## config.mk

```make
export PLATFORM = sky130hd
export DESIGN_NAME = prvp_spi_master_reg_access
export DESIGN_NICKNAME = d
export VERILOG_FILES = /design/src/rtl/prvp_spi_master_reg_access.sv
export SDC_FILE = /design/constraint.sdc
export NUM_CORES = 1
export LEC_CHECK = 0
export CELL_PAD_IN_SITES_DETAIL_PLACEMENT = 1
export CELL_PAD_IN_SITES_GLOBAL_PLACEMENT = 1
export CORE_AREA = 2 2 145 76
export DETAILED_ROUTE_END_ITERATION = 10
export DIE_AREA = 0 0 147 78
export PLACE_DENSITY_LB_ADDON = 0.1
export SYNTH_ARGS = -nofsm -noshare
export SYNTH_HDL_FRONTEND = slang
export SYNTH_SLANG_ARGS = --single-unit
```

## constraint.sdc

```tcl
create_clock -name clk -period 3.59 [get_ports clk]
set_input_delay 0.718 -clock clk [delete_from_list [all_inputs] [get_ports clk]]
set_output_delay 0.718 -clock clk [all_outputs]
set_load 0.02 [all_outputs]
```

## src/rtl/prvp_spi_master_reg_access.sv

```systemverilog
// Host-side SPI/QPI master for the c2c slave's 4-entry config register file.
// Issues one framed write or read per request and mirrors the mode/dummy/wrap registers.
module prvp_spi_master_reg_access #(
  parameter int CLK_DIV = 2
) (
  input  logic        clk,
  input  logic        rst,
  input  logic        req_valid,
  output logic        req_ready,
  input  logic        req_write,
  input  logic [1:0]  req_addr,
  input  logic [7:0]  req_wdata,
  output logic        rsp_valid,
  output logic [7:0]  rsp_rdata,
  output logic        spi_sck,
  output logic        spi_csn,
  output logic [3:0]  spi_sdo,
  output logic [3:0]  spi_oe,
  input  logic [3:0]  spi_sdi,
  output logic        shadow_qpi,
  output logic [7:0]  shadow_dummy,
  output logic [15:0] shadow_wrap
);

  // state  | meaning
  // IDLE   | ready for a request
  // SETUP  | csn low, first bits driven, sck low for D cycles
  // SHIFT  | N sck pulses, D cycles high then D cycles low
  // HOLD   | sck low for D cycles before csn rises
  // GAP    | csn high for D cycles before accepting again
  localparam logic [2:0] S_IDLE  = 3'd0;
  localparam logic [2:0] S_SETUP = 3'd1;
  localparam logic [2:0] S_SHIFT = 3'd2;
  localparam logic [2:0] S_HOLD  = 3'd3;
  localparam logic [2:0] S_GAP   = 3'd4;

  localparam logic [7:0] DIV_LD = 8'(CLK_DIV - 1);

  logic [2:0]  state;
  logic [7:0]  div_cnt;
  logic [3:0]  bit_cnt;
  logic [15:0] tx;
  logic [7:0]  rx;
  logic        cap_pend;
  logic        qpi_mode;
  logic        wr;
  logic [1:0]  addr_q;
  logic [7:0]  wdata_q;
  logic [7:0]  cmd;
  logic [15:0] frame;

  always_comb begin
    cmd   = (req_write ? 8'h10 : 8'h20) | {6'b0, req_addr};
    frame = {cmd, (req_write ? req_wdata : 8'h00)};
  end

  always_ff @(posedge clk) begin
    if (rst) begin
      state        <= S_IDLE;
      div_cnt      <= '0;
      bit_cnt      <= '0;
      tx           <= '0;
      rx           <= '0;
      cap_pend     <= 1'b0;
      qpi_mode     <= 1'b0;
      wr           <= 1'b0;
      addr_q       <= '0;
      wdata_q      <= '0;
      req_ready    <= 1'b1;
      rsp_valid    <= 1'b0;
      rsp_rdata    <= '0;
      spi_sck      <= 1'b0;
      spi_csn      <= 1'b1;
      spi_sdo      <= '0;
      spi_oe       <= '0;
      shadow_qpi   <= 1'b0;
      shadow_dummy <= 8'd32;
      shadow_wrap  <= '0;
    end else begin
      rsp_valid <= 1'b0;
      case (state)
        S_IDLE: begin
          if (req_valid) begin
            req_ready <= 1'b0;
            wr        <= req_write;
            addr_q    <= req_addr;
            wdata_q   <= req_wdata;
            qpi_mode  <= shadow_qpi;
            spi_csn   <= 1'b0;
            spi_sck   <= 1'b0;
            rx        <= '0;
            div_cnt   <= DIV_LD;
            state     <= S_SETUP;
            // tx holds the bits still to be launched after the first beat
            if (shadow_qpi) begin
              spi_sdo <= frame[15:12];
              spi_oe  <= 4'hF;
              tx      <= {frame[11:0], 4'h0};
              bit_cnt <= 4'd3;
            end else begin
              spi_sdo <= {3'b000, frame[15]};
              spi_oe  <= 4'h1;
              tx      <= {frame[14:0], 1'b0};
              bit_cnt <= 4'd15;
            end
          end
        end
        S_SETUP: begin
          if (div_cnt != 8'd0) begin
            div_cnt <= div_cnt - 8'd1;
          end else begin
            spi_sck  <= 1'b1;
            cap_pend <= 1'b1;
            div_cnt  <= DIV_LD;
            state    <= S_SHIFT;
          end
        end
        S_SHIFT: begin
          // sdi is sampled on the first clk edge that sees sck high
          if (cap_pend) begin
            cap_pend <= 1'b0;
            rx       <= qpi_mode ? {rx[3:0], spi_sdi} : {rx[6:0], spi_sdi[1]};
          end
          if (div_cnt != 8'd0) begin
            div_cnt <= div_cnt - 8'd1;
          end else if (spi_sck) begin
            spi_sck <= 1'b0;
            div_cnt <= DIV_LD;
            if (qpi_mode) begin
              tx <= {tx[11:0], 4'h0};
              // bit_cnt <= 2 means the command byte is fully out on a read
              if (!wr && bit_cnt <= 4'd2) begin
                spi_sdo <= 4'h0;
                spi_oe  <= 4'h0;
              end else begin
                spi_sdo <= tx[15:12];
              end
            end else begin
              tx      <= {tx[14:0], 1'b0};
              spi_sdo <= {3'b000, tx[15]};
            end
            if (bit_cnt == 4'd0) state <= S_HOLD;
            else bit_cnt <= bit_cnt - 4'd1;
          end else begin
            spi_sck  <= 1'b1;
            cap_pend <= 1'b1;
            div_cnt  <= DIV_LD;
          end
        end
        S_HOLD: begin
          if (div_cnt != 8'd0) begin
            div_cnt <= div_cnt - 8'd1;
          end else begin
            spi_csn   <= 1'b1;
            spi_sdo   <= 4'h0;
            spi_oe    <= 4'h0;
            rsp_valid <= 1'b1;
            div_cnt   <= DIV_LD;
            state     <= S_GAP;
            if (!wr) begin
              rsp_rdata <= rx;
            end else begin
              case (addr_q)
                2'd0:    shadow_qpi         <= wdata_q[0];
                2'd1:    shadow_dummy       <= wdata_q;
                2'd2:    shadow_wrap[7:0]   <= wdata_q;
                default: shadow_wrap[15:8]  <= wdata_q;
              endcase
            end
          end
        end
        S_GAP: begin
          if (div_cnt != 8'd0) begin
            div_cnt <= div_cnt - 8'd1;
          end else begin
            req_ready <= 1'b1;
            state     <= S_IDLE;
          end
        end
        default: begin
          state     <= S_IDLE;
          req_ready <= 1'b1;
          spi_csn   <= 1'b1;
          spi_sck   <= 1'b0;
          spi_oe    <= 4'h0;
        end
      endcase
    end
  end

endmodule
```

==> summary.md <==
| Metric | Value |
|---|---|
| Antenna Nets Post-Route | 0 |
| Setup TNS | 0 ns |
| DRC | 0 |
| P&R area growth vs syn | 22.87% |
| Post-CTS Hold Buffers | 0 |
| Clock Skew | 0.01047 ns |
| Syn Inst Count | 505 |
| TritonCTS Sinks | 94 |
| Post-CTS setup buffers | 0 |
| Syn_nets | 527 |
| GRT Overall Usage | 22.00% |
| Max Slew Vio Count | 0 |
| Nets | 576 |
| Synth top area share | 42.68% |
| Reg-to-reg endpoint | shadow_dummy[5] |
| Avg WL per Cell | 17.22 um |
| Root buffer cell | clkbuf_16 |
| DP HPWL | 8082 um |
| Fill cells | 1203 |
| Unrepaired setup endpoints after global routing | no |
| CP startpoint | div_cnt[0] |
| Area leader, netlist | dfxtp_1 |
| Ys async rst share | 0% |
| Clk_lat worst skew | 0.35 ns |
| I/O pin total | 63 |
| First-pass DRT Iterations | 4 |
| DR vias/cell | 5.475 |
| Initial DRC Count | 170 |
| Type of the most critical hold path | reg -> reg |
| Worst setup SP type | register |
| Die height | 78 um |
| Worst r2r path cells | 7 |
| First-pass GRT wire length | 20200 um |
| CP Data Arrival Time | 2.76 ns |
| TritonCTS clock tree | yes |
| Hold Vio Cnt, Final | 0 |
| Mapped Area | 0.004409 mm2 |
| Worst-path fanout max | 13 |
| Sequential cell area | 0.001882 mm2 |
| Critical path capture point | shadow_dummy[5] |
| Cts repair resizes | 0 |
| Slew HR | 46.03% |
| Yosys reg bits | 94 |
| Vias in the first global route | 3900 |
| CP Capture Type | register |
| Synth unique cells | 61 |
| Final worst path period share | 70.22% |
| Largest net degree at the start of global routing | 59 |
| Synth warn | 0 |
| Starting Density | 43.72% |
| Pwr/cell area | 736.9 mW/mm2 |
| GRT Residual Overflow | 0 |
| Mean area per synthesized cell | 8.731 um2 |
| Share of cells above drive strength 1 | 9.839% |
| Min Tclk post-route | 2.521 ns |
| Synth top area cells | dfxtp_1 43%, mux2i_1 9.3%, nor2_1 5.9%, a21oi_1 5.2%, nand2_1 5.2% |
| Htree depth | 3 |
| Die Wd | 147 um |
| Clock slew at reported path FFs | 0.08 ns |
| Site Rows | 26 |
| Die area | 0.01147 mm2 |
| Clk buf depth | 2 |
| Final setup fails | 0 |
| Port buffer count | 62 |
| Reg-to-reg slack, setup | 1.07 ns |
| Status | completed |
| RePlAce Congestion | 0.7827 |
| R2R Path Start | div_cnt[0] |
| Maximum clock frequency | 0.3967 GHz |
| Worst vdd ir | 339.1 uV |
| Antenna violations before repair | 0 |
| EDFF count, synth | 0 |
| Worst Path Required | 3.83 ns |
| Post-synthesis sequential area ratio | 42.68% |
| # diodes | 0 |
| Multi-input gate area | 0.002308 mm2 |
| Crit path kind | reg -> reg |
| Max-cap violation count | 0 |
| Top FF cell, synth | dfxtp_1 |
| Detailed Route WL | 12030 um |
| Slew of the pin with the lowest slew margin | 0.8085 ns |
| Total CTS buffers | 9 |
| Static Leakage | 1.979 nW |
| Final design utilization | 53.72% |
| Via count | 3827 |
| Core area | 0.01008 mm2 |
==> report_power, final <==
part	internal, W	switching, W	total (W)
combinational	0.000598	0.000963	0.00156
clock	0.000510	0.000463	0.000973
sequential	0.00123	0.000230	0.00146
total	0.00234	0.00166	0.00399
==> critical path, stage by stage (launching register included) <==
cell	delay (ns)
dfxtp_1	0.32
inv_1	0.13
ha_1	0.16
nor3b_1	0.41
nand2_2	0.35
nor3_4	0.65
nor2b_1	0.10
a211o_1	0.28
==> synth_stat cells, types with 8 or more instances <==
| cell | count |
|---|---|
| clkbuf_1 | 21 |
| nand2_1 | 61 |
| buf_2 | 8 |
| nor2_1 | 69 |
| nor3_1 | 23 |
| mux2i_1 | 41 |
| a311oi_1 | 15 |
| inv_1 | 9 |
| nand3_1 | 9 |
| a21oi_1 | 46 |
| dfxtp_1 | 94 |
==> kinds of logic (layout without fill, tap and decap cells) <==
| group | after synthesis | count (layout) | synth area share, % |
|---|---|---|---|
| xor+xnor | 7 | 7 | 1.390 |
| flops | 94 | 94 | 42.68 |
| simple gates | 208 | 208 | 23.50 |
| fa+ha+maj | 4 | 4 | 1.135 |
| buf+inv | 45 | 99 | 4.966 |
| mux | 48 | 48 | 11.10 |
| compound gates | 99 | 99 | 15.24 |
==> layout make-up <==
cell class | instances | share of cell area [%]
multi-input combinational | 366 | 42.61
sequential | 94 | 34.73
timing repair buffer | 74 | 13.26
clock buffer | 10 | 4.411
tap | 140 | 3.233
clock inverter | 6 | 1.132
inverter | 9 | 0.6236
==> how the worst min path moves through the flow <==
| stage | slack [ns] | from | end | depth (start not counted) |
|---|---|---|---|---|
| after global routing | 0.50 | rsp_rdata[0] | rsp_rdata[0] | 2 |
| after global placement | 0.44 | rsp_rdata[6] | rsp_rdata[6] | 2 |
| after CTS | 0.46 | rsp_rdata[0] | rsp_rdata[0] | 2 |
| after floorplan | 0.43 | cap_pend | cap_pend | 2 |
| final | 0.45 | rsp_rdata[0] | rsp_rdata[0] | 2 |
| after detailed placement | 0.45 | rsp_rdata[0] | rsp_rdata[0] | 2 |
==> metrics by stage <==
step	setup slack [ns]	area (um2)	hold slack, ns	cells	power, W
after global routing	0.9222	5418	0.4954	699	0.004258
after floorplan	1.661	4409	0.4322	505	0.002628
after detailed placement	1.048	5117	0.4490	683	0.003018
after global placement	1.046	5117	0.4431	683	0.002991
after CTS	1.089	5418	0.4584	699	0.004012
final	1.069	5418	0.4528	699	0.003993
==> placed cells by master (no fill, tap or decap), drive strengths merged, types with 9 or more instances in the layout <==
master,synthesis,final
clkbuf,23,10
nor2,71,71
inv,9,13
o21ai,10,10
clkdlybuf4s50,0,61
nand3,9,9
buf,13,13
mux2i,41,41
nor3,24,24
dfxtp,94,94
a311oi,15,15
a21oi,46,46
nand2,62,62
==> layer usage <==
metal / wire (um) / global-route usage [%] / vias up
li1: - / - / 1886
met1: 5956 / 30.03 / 1873
met2: 5472 / 35.63 / 54
met3: 469 / 5.176 / 14
met4: 136 / 4.904 / 0
met5: 0 / 0 / -
==> registers in the layout, indices dropped and copies added, names as in the netlist <==
name          flops
addr_q            2
bit_cnt           4
cap_pend          1
div_cnt           8
qpi_mode          1
req_ready         1
rsp_rdata         8
rsp_valid         1
rx                8
shadow_dummy      8
shadow_qpi        1
shadow_wrap      16
spi_csn           1
spi_oe            2
spi_sck           1
spi_sdo           4
state             3
tx               15
wdata_q           8
wr                1
Power figures use the tool's default switching activity.
